**config.mk**
```make
export PLATFORM = sky130hd
export DESIGN_NAME = sbox_share_arbiter
export DESIGN_NICKNAME = d
export VERILOG_FILES = /design/src/rtl/sbox_share_arbiter.sv
export SDC_FILE = /design/constraint.sdc
export NUM_CORES = 1
export LEC_CHECK = 0
export CAP_MARGIN = 10
export CELL_PAD_IN_SITES_DETAIL_PLACEMENT = 1
export CELL_PAD_IN_SITES_GLOBAL_PLACEMENT = 2
export CORE_UTILIZATION = 35
export DETAILED_ROUTE_END_ITERATION = 10
export PLACE_DENSITY = 0.94
export SLEW_MARGIN = 10
export SYNTH_ARGS = -nofsm -noshare
export SYNTH_HDL_FRONTEND = slang
export SYNTH_SLANG_ARGS = --single-unit
```
**constraint.sdc**
```tcl
create_clock -name clk -period 17.69 [get_ports clk]
set_input_delay 3.538 -clock clk [delete_from_list [all_inputs] [get_ports clk]]
set_output_delay 3.538 -clock clk [all_outputs]
set_load 0.01 [all_outputs]
```
**src/rtl/sbox_share_arbiter.sv**
```systemverilog
// Time-shares one 32-bit S-box bank between the round datapath (128-bit SubBytes,
// one word per cycle) and key expansion (single 32-bit SubWord).
module sbox_share_arbiter #(
    parameter bit RR_EN = 1'b1
) (
    input  logic         clk,
    input  logic         rst,
    input  logic         st_req,
    input  logic [127:0] st_in,
    output logic         st_ack,
    output logic [127:0] st_out,
    input  logic         kw_req,
    input  logic [31:0]  kw_in,
    output logic         kw_ack,
    output logic [31:0]  kw_out,
    output logic [31:0]  sb_in,
    input  logic [31:0]  sb_out,
    output logic         busy
);

    typedef enum logic [1:0] {
        IDLE   = 2'd0,
        ST_RUN = 2'd1,
        KW_RUN = 2'd2,
        DONE   = 2'd3
    } state_e;

    state_e            state_q, state_d;
    logic [1:0]        cnt_q, cnt_d;
    // Element 3 holds [127:96], i.e. word0 of the state.
    logic [3:0][31:0]  st_buf_q, st_buf_d;
    logic [3:0][31:0]  st_out_q, st_out_d;
    logic [31:0]       kw_buf_q, kw_buf_d;
    logic [31:0]       kw_out_q, kw_out_d;
    logic              st_ack_q, st_ack_d;
    logic              kw_ack_q, kw_ack_d;
    logic              last_kw_q, last_kw_d;

    logic              grant_kw;
    logic              grant_st;
    logic [1:0]        wsel;

    // KW wins when ST is not asking, when priority is fixed, or when it is KW's turn.
    assign grant_kw = kw_req & (~st_req | ~RR_EN | ~last_kw_q);
    assign grant_st = st_req & ~grant_kw;
    assign wsel     = ~cnt_q;

    always_comb begin
        state_d   = state_q;
        cnt_d     = cnt_q;
        st_buf_d  = st_buf_q;
        st_out_d  = st_out_q;
        kw_buf_d  = kw_buf_q;
        kw_out_d  = kw_out_q;
        last_kw_d = last_kw_q;
        st_ack_d  = 1'b0;
        kw_ack_d  = 1'b0;
        sb_in     = 32'h0;

        unique case (state_q)
            IDLE: begin
                if (grant_kw) begin
                    kw_buf_d  = kw_in;
                    last_kw_d = 1'b1;
                    state_d   = KW_RUN;
                end else if (grant_st) begin
                    st_buf_d  = st_in;
                    cnt_d     = 2'd0;
                    last_kw_d = 1'b0;
                    state_d   = ST_RUN;
                end
            end
            ST_RUN: begin
                sb_in          = st_buf_q[wsel];
                st_out_d[wsel] = sb_out;
                cnt_d          = cnt_q + 2'd1;
                if (cnt_q == 2'd3) begin
                    st_ack_d = 1'b1;
                    state_d  = DONE;
                end
            end
            KW_RUN: begin
                sb_in    = kw_buf_q;
                kw_out_d = sb_out;
                kw_ack_d = 1'b1;
                state_d  = DONE;
            end
            DONE: begin
                state_d = IDLE;
            end
            default: state_d = IDLE;
        endcase
    end

    always_ff @(posedge clk or posedge rst) begin
        if (rst) begin
            state_q   <= IDLE;
            cnt_q     <= 2'd0;
            st_buf_q  <= '0;
            st_out_q  <= '0;
            kw_buf_q  <= '0;
            kw_out_q  <= '0;
            st_ack_q  <= 1'b0;
            kw_ack_q  <= 1'b0;
            last_kw_q <= 1'b0;
        end else begin
            state_q   <= state_d;
            cnt_q     <= cnt_d;
            st_buf_q  <= st_buf_d;
            st_out_q  <= st_out_d;
            kw_buf_q  <= kw_buf_d;
            kw_out_q  <= kw_out_d;
            st_ack_q  <= st_ack_d;
            kw_ack_q  <= kw_ack_d;
            last_kw_q <= last_kw_d;
        end
    end

    assign st_ack = st_ack_q;
    assign kw_ack = kw_ack_q;
    assign st_out = st_out_q;
    assign kw_out = kw_out_q;
    assign busy   = (state_q != IDLE);

endmodule

```
Word level (Yosys, flattened, before mapping)
Cells that the tools add are included.

word-level totals
  bits in registers = 327
  latch bits = 0
  RAM bits = 0
  memory bits (read-only) = 0
  output and inout bits = 195
  word-level logic and storage cells = 61
  memories = 0

cells by class
  add/sub/neg operators = 1
  $mul = 0
  div/mod/pow operators = 0
  $lt $le $gt $ge = 2
  equal/unequal tests = 8
  shift operators = 0
  multiplexer cells = 18
  bitwise operators = 7
  reductions and logical operators = 10

operator list
  kind                                                                   number
  128-bit bitwise mux                                                    1
  32-bit binary-select mux with 2-bit select                             1
  32-bit demux with 2-bit select                                         1
  32-bit 2-to-1 mux                                                      2
  32-bit case mux with 2 select lines                                    1
  2-bit 2-to-1 mux                                                       5
  2-bit case mux with 4 select lines                                     1
  2-bit == test, second input constant                                   3
  2-bit != test, second input constant                                   3
  2-bit AND reduction                                                    3
  3-bit AND reduction                                                    2
  2-bit nonzero test                                                     3
  1-bit 2-to-1 mux                                                       5
  2-bit case mux with 2 select lines                                     1
  2-bit by 3-bit < comparator with 1-bit output, second input constant   1
  3-bit != test, second input constant                                   1
  1-bit NOT                                                              3
  2-bit by 1-bit adder with 2-bit output, second input constant          1
  1-bit bitwise AND                                                      2
  2-bit by 1-bit == test with 1-bit output, second input constant        1
  2-bit by 1-bit >= comparator with 1-bit output, second input constant  1
  2-bit zero test                                                        1
  2-bit NOT                                                              1
  1-bit logical AND                                                      1
  1-bit OR                                                               1

Depth between registers and ports, before layout
  depth in word-level cells = 8
  depth in mapped cells = 8
  mapped depth without buffers = 5

Worst setup path after synthesis
OpenSTA, ideal clock, no wires.

  path kind = flip-flop to output port
  from = register state_q[0]
  to = output sb_in[0]
  arrival = 1.543 ns
  data required time = 14.152 ns
  path slack = 12.609 ns
  cell stages (with the launch flop) = 8
  cell sequence = dfrtp_1 inv_1 ha_1 clkbuf_1 and2_1 clkbuf_1 clkbuf_1 a21o_1

on the way
  cells in the longest elaborated chain, start to end = 2
  elaborated cells between the ends (all ways) = 3
  those cells by class = 2 x eq/ne; 1 x mux

ends and longest elaborated chain
  item                                                                       line  text
  start, declared                                                            28    state_e state_q, state_d;
  start signal, assigned                                                     107   state_q <= state_d;
  2-bit == test or 2-bit by 1-bit == test with 1-bit output (tied branches)  60    unique case (state_q)
  32-bit case mux with 2 select lines (*)                                    60
  end, declared                                                              16    output logic [31:0] sb_in,

Every way passes the cells marked *; elsewhere a longest branch is shown, timed or not.

Worst setup path after layout
  from = register state_q[0]
  to = output sb_in[23]

The elaborated chain is that of the path after synthesis.

==> flow_summary_export.csv <==
group,metric,value,unit
yosys,synth-warning-count,0,
flow_run,max_cap_viol_count,0,
timing,fin_crit_sh,38.93,%
yosys,synthCells,869,
yosys,yosys.area.top_type,"dfrtp_1",
timing,setup_ws,10.80,ns
timing,finClkSkew,0.01004,ns
setup_path,ff2ff_path_depth,6,
place,numPortBuffers,390,
setup_path,r2r-end,"st_buf_q[12]",
setup_path,r2r-start,"state_q[0]",
setup_path,reg2reg_slack,14.07,ns
cells_and_area,final_area,19430,um2
place,post-place-ws,10.75,ns
cts,path_clk_slew,0.06,ns
floorplanning,fp.dieArea,40370,um2
cells_and_area,area_growth,40.28,%
cells_and_area,nNetsFinal,1459,
setup_path,criticalPathCategory,"flop to output pin",
setup_path,cp.required,14.15,ns
cts,hold_buffers,0,
routing,routed_wl,38.55,mm
global_route,grt.total_usage,19.52,%
cts,cts_buffers,38,
timing,slew_viol_final,0,
global_route,use_met3,6.364,%
place,hpwl,26.00,mm
yosys,syn_avg_cell_area,15.94,um2
timing,hold_violations,0,
global_route,grt_busiest_layer,"met2",
floorplanning,fp.dieW,200.9,um
cells_and_area,drive_gt1_share,30.68,%
floorplanning,start_util,35.67,%
global_route,antenna_found_initial,1,
hold_path,holdPathStages,1,
hold_path,min_from,"st_out[24]",
routing,viasPerCell,4.916,
routing,drtPass1Iterations,4,
timing,worst_pin_slew,1.108,ns
timing,fmax,145.2,MHz
routing,wire_per_inst,21.43,um
timing,setup_tns,0,ns
yosys,synth.top_cell.area_share,59.08,%
place,placed_area,18180,um2
run_status,status,"complete, no violations",
routing,first_iter_violations,299,
routing,vias,8844,
cts,cts_setup_buffers,0,
yosys,synth_nets,1072,
routing,drc,0,
setup_path,cp_max_fo,34,
cells_and_area,diodes,0,
power,power.density,196.1,nW/um2
cts,tritoncts,"yes",
yosys,synth_area,13850,um2
floorplanning,rows,72,
cts,ctsHtreeMaxLevel,2,
hold_path,hp-class,"flop to flop",
setup_path,start_kind,"flop",
global_route,use_met1,23.44,%
setup_path,critPathArrivalTime,3.35,ns
place,gp_congestion,0.7772,
floorplanning,core,38830,um2
floorplanning,die_h,200.9,um
cts,insertion_delay,0.54,ns
cts,cts_num_sinks,327,
cts,cts_root_buffer,"clkbuf_16",
power,vdd_ir_drop_max,0.09101,mV
yosys,ys_seq_elements,327,
cts,clockBufferDepth,3,
global_route,grt_pass1_vias,9996,
yosys,ys_top_cells_by_area,"dfrtp_1 (59%), mux2_2 (18%), mux2_4 (11%)",
yosys,ys_seq_area_share,59.08,%
cts,cts_resized,0,
global_route,grt_pass1_wl,60.83,mm
timing,finalSetupViolCount,0,
yosys,yosys.cell_types.count,24,
timing,max_slew_margin,26.11,%
global_route,grt_max_degree,166,
hold_path,min_to,"st_out[24]",
timing,fin_crit,6.887,ns
global_route,overflow,0,
power,leakage,8.394,nW
setup_path,end_kind,"output pin",
timing,rsz0062_at_grt,"false",
routing,ant_nets,0,
floorplanning,io_pins,391,
global_route,use_met2,32.80,%
-- routing by layer --
| metal | wire length (um) | part of all wire, % | up-vias |
|---|---|---|---|
| met5 | 0 | 0 | - |
| met4 | 913 | 2.4 | 0 |
| met3 | 3098 | 8.0 | 63 |
| met2 | 18860 | 49 | 337 |
| met1 | 15680 | 41 | 4538 |
| li1 | - | - | 3906 |
-- Yosys cell counts --
cell type and number:
a21o_1 32, a21oi_1 3, and2_1 2, and3_1 1, buf_12 1, buf_2 21
buf_4 7, buf_6 10, clkbuf_1 14, dfrtp_1 327, ha_1 7, inv_1 8
mux2_2 223, mux2_4 98, mux2i_1 65, nand2_1 8, nand2b_1 2, nand3_1 1
nand3b_1 1, nor2_1 1, o22ai_1 34, o2bb2ai_1 1, o32a_1 1, o32ai_1 1
-- how the worst max path moves through the flow --
stage | startpoint | endpoint | cells past startpoint
after detailed placement | kw_req | st_buf_q[13] | 6
after CTS | state_q[0] | sb_in[0] | 6
after floorplan | rst | cnt_q[0] | 1
final | state_q[0] | sb_in[23] | 6
after global routing | state_q[0] | sb_in[0] | 6
after global placement | kw_req | st_buf_q[23] | 6
-- stage by stage --
| step | hold WS, ns | cells | power (mW) | util [%] |
|---|---|---|---|---|
| after floorplan | 0.4800 | 869 | 2.272 | - |
| after global placement | 0.4864 | 1734 | 2.967 | 46.82 |
| after detailed placement | 0.4928 | 1734 | 3.042 | 46.82 |
| after CTS | 0.5050 | 1799 | 3.863 | 50.04 |
| after global routing | 0.5211 | 1799 | 4.019 | 50.04 |
| final | 0.5009 | 1799 | 3.810 | 50.04 |
-- registers in the layout (all words and copies together), names as in the netlist --
signal / flops
cnt_q: 2
kw_out: 32
last_kw_q: 1
kw_ack: 1
st_out: 128
kw_buf_q: 32
st_ack: 1
st_buf_q: 128
state_q: 2
-- cell usage in the layout (no fill, tap or decap), types with 2 or more instances in the layout --
cell	n
nand2b_1	2
clkbuf_8	7
clkbuf_1	10
buf_4	9
nand2_1	6
clkinv_2	3
o22ai_1	34
ha_1	6
clkbuf_16	41
dfrtp_1	326
inv_1	7
a21oi_1	3
nand2_2	2
and2_1	2
a21o_1	32
clkdlybuf4s50_1	390
bufinv_16	2
mux2_2	223
mux2_4	98
mux2i_1	65
-- power by group --
| group | total, mW | internal (mW) | leakage (nW) | switching [mW] |
|---|---|---|---|---|
| logic | 1.66 | 1.01 | 3.93 | 0.642 |
| clock network | 0.786 | 0.480 | 0.612 | 0.306 |
| registers | 1.37 | 1.14 | 3.86 | 0.229 |
-- cell families (layout without fill, tap and decap cells) --
family          Yosys count  in the layout  synth area share [%]
buf+inv                  61            473                 2.692
simple gates             16             16                0.5601
mux                     386            386                 33.45
flops                   327            327                 59.08
compound gates           72             72                 3.578
fa+ha+maj                 7              7                0.6324
-- layout make-up --
cell class / instances / area, um2
clock buffer: 58 / 1160
multi-input combinational: 481 / 5314
clock inverter: 7 / 91.34
tap: 518 / 648.1
inverter: 8 / 37.54
fill: 3797 / 19400
timing repair buffer: 400 / 3991
sequential: 327 / 8187
-- critical path, stage by stage (launching register included) --
cell             delay [ns]
dfrtp_1                0.39
inv_1                  0.11
ha_2                   0.93
and2_1                 0.24
buf_4                  0.36
a21o_1                 0.19
clkdlybuf4s50_1        0.56
Note: power is estimated with default switching activity, not from simulation.
==> RTL change, RTL diff (config.mk and constraints unchanged) <==
Reset style: synchronous (`rst`), changed in one clocked block.
--- a/src/rtl/sbox_share_arbiter.sv
+++ b/src/rtl/sbox_share_arbiter.sv
@@ -93,5 +93,5 @@
     end
 
-    always_ff @(posedge clk or posedge rst) begin
+    always_ff @(posedge clk) begin
         if (rst) begin
             state_q   <= IDLE;
Formal check against the unedited RTL: differs if rst is asserted again (counterexample within 4 cycles, from zero or initial values and one cycle with rst high); with rst held inactive, the same outputs for 4 cycles.
==> RTL change against the original RTL <==
- first-iteration DRC count is 130% higher
- non-clock buffer count is 10 higher
- wire length is 38% higher
- sequential share of layout area is 6.5 points lower
- core utilization is 0.066 points lower
- sequential cell count stayed put
- setup slack better by 220 ps
- critical path type unchanged
- via count is 47% higher
- cell area is 5.4% lower
- synthesized cell count is 84% higher
- area after synthesis is 5.1% lower
Power is not compared: it rests on default switching activity, and its combinational part moved more than twofold at a synthesized area within 25%.
==> RTL change: results (changes against the original RTL) <==
- The CTS buffer count is 37 (was 38).
- Run status: finished, final reports clean (unchanged).
- The initial antenna violation count is 20 (was 1).
- The total placed instance area came to 17,100 um^2 (was 18,200 um^2).
- The fill cell total of the finished layout is 4,274 (was 3,797).
- The largest fanout on the critical path was 54 (was 34).
- The worst clock skew came to 18.5 ps (was 10.0 ps).
- Top post-synthesis cells by area: sky130_fd_sc_hd__dfxtp_1, sky130_fd_sc_hd__a21oi_1, sky130_fd_sc_hd__nand2_1 (was sky130_fd_sc_hd__dfrtp_1, sky130_fd_sc_hd__mux2_2, sky130_fd_sc_hd__mux2_4).
- Most frequent cells after synthesis: sky130_fd_sc_hd__dfxtp_1, sky130_fd_sc_hd__a21oi_1, sky130_fd_sc_hd__nand2_1, sky130_fd_sc_hd__nand3_1, sky130_fd_sc_hd__o21ai_0 (was sky130_fd_sc_hd__dfrtp_1, sky130_fd_sc_hd__mux2_2, sky130_fd_sc_hd__mux2_4, sky130_fd_sc_hd__mux2i_1, sky130_fd_sc_hd__o22ai_1).
- The prevailing post-synth register cell is sky130_fd_sc_hd__dfxtp_1 (was sky130_fd_sc_hd__dfrtp_1).
- The distinct cell type count after synthesis was 30 (was 24).
- The data arrival time at the worst-slack endpoint came to 3130 ps (was 3350 ps).
- The number of global-route vias before repair is 13,200 (was 9,996).
- The number of nets in the finished design is 2,093 (was 1,459).
- The routed via count divided by cell count came to 5.41 (was 4.92).
- The largest net degree at the start of global routing is 146 (was 166).
- The net count of the mapped netlist is 1,801 (was 1,072).
- The violation count after the first detailed-routing iteration is 680 (was 299).
- The slew at the pin with the worst max-slew slack was 1220 ps (was 1110 ps).
- The worst setup slack for register-to-register paths is 14,780 ps (was 14,070 ps).
- The average wire per cell in the routed design is 22.2 um (was 21.4 um).
- The post-synthesis async set-or-reset flop share is 0% (was 100%).
- The wire length of the first global-routing pass is 80.1 mm (was 60.8 mm).
- The post-route core utilization was 50.0% (about the same).
- The share of final-layout standard cells stronger than drive strength 1 is 4.54% (was 30.7%).
- The later-pin clock latency in the skew report is 520 ps (was 540 ps).
-- RTL change: stage by stage --
stage	hold WS (ps)	total power, mW	cells	setup WS (ps)
6_report	454	2.31	2397	11030
5_1_grt	464	2.42	2390	10940
4_1_cts	454	2.32	2384	11040
3_5_place_dp	446	1.54	2317	11610
3_3_place_gp	441	1.52	2317	11580
2_1_floorplan	453	1.28	1596	12650
-- RTL change: area by class of cell --
cell class	instances	area share [%]
clock inverter	15	0.885
antenna	13	0.177
sequential	327	35.6
tap	468	3.19
clock buffer	52	5.72
timing repair buffer	410	22.1
inverter	6	0.123
multi-input combinational	1106	32.2
-- RTL change: final timing paths --
kind	cells after the start	to	start
setup / recovery	5	sb_in[30]	cnt_q[0]$_SDFFE_PP0P_
hold / removal	2	st_out[55]$_SDFFE_PP0P_	st_out[55]$_SDFFE_PP0P_
setup reg to reg	6	st_buf_q[89]$_SDFFE_PP0P_	state_q[0]$_SDFFE_PP0P_
hold reg to reg	2	st_out[55]$_SDFFE_PP0P_	st_out[55]$_SDFFE_PP0P_
-- RTL change: power by group through the flow --
stage / clock network [mW] / registers, mW / logic (mW)
final: 0.778 / 0.898 / 0.632
after global routing: 0.824 / 0.907 / 0.684
after CTS: 0.790 / 0.898 / 0.632
after detailed placement: 0 / 0.913 / 0.628
after global placement: 0 / 0.909 / 0.613
after floorplan: 0 / 0.900 / 0.376
-- RTL change: metal layers --
| metal | up-vias | part of all wire, % | track usage, % |
|---|---|---|---|
| met2 | 362 | 48 | 46.1 |
| met3 | 113 | 6.5 | 6.96 |
| met1 | 6368 | 41 | 32.1 |
| met5 | - | 0.18 | 0 |
| met4 | 14 | 3.9 | 10.3 |
| li1 | 6116 | - | - |
-- RTL change: critical path: stages, from the launching register on --
cell                              delay [ps]
sky130_fd_sc_hd__dfxtp_4                 500
sky130_fd_sc_hd__buf_4                   770
sky130_fd_sc_hd__mux2i_1                 170
sky130_fd_sc_hd__o22ai_1                 400
sky130_fd_sc_hd__a21o_1                  160
sky130_fd_sc_hd__clkdlybuf4s50_1         540
-- RTL change: kinds of logic after synthesis --
group	Yosys count	synth area share (%)
simple gates	479	15.6
flops	327	49.8
mux	98	7.46
fa+ha+maj	9	0.856
compound gates	520	20.9
buf+inv	163	5.45
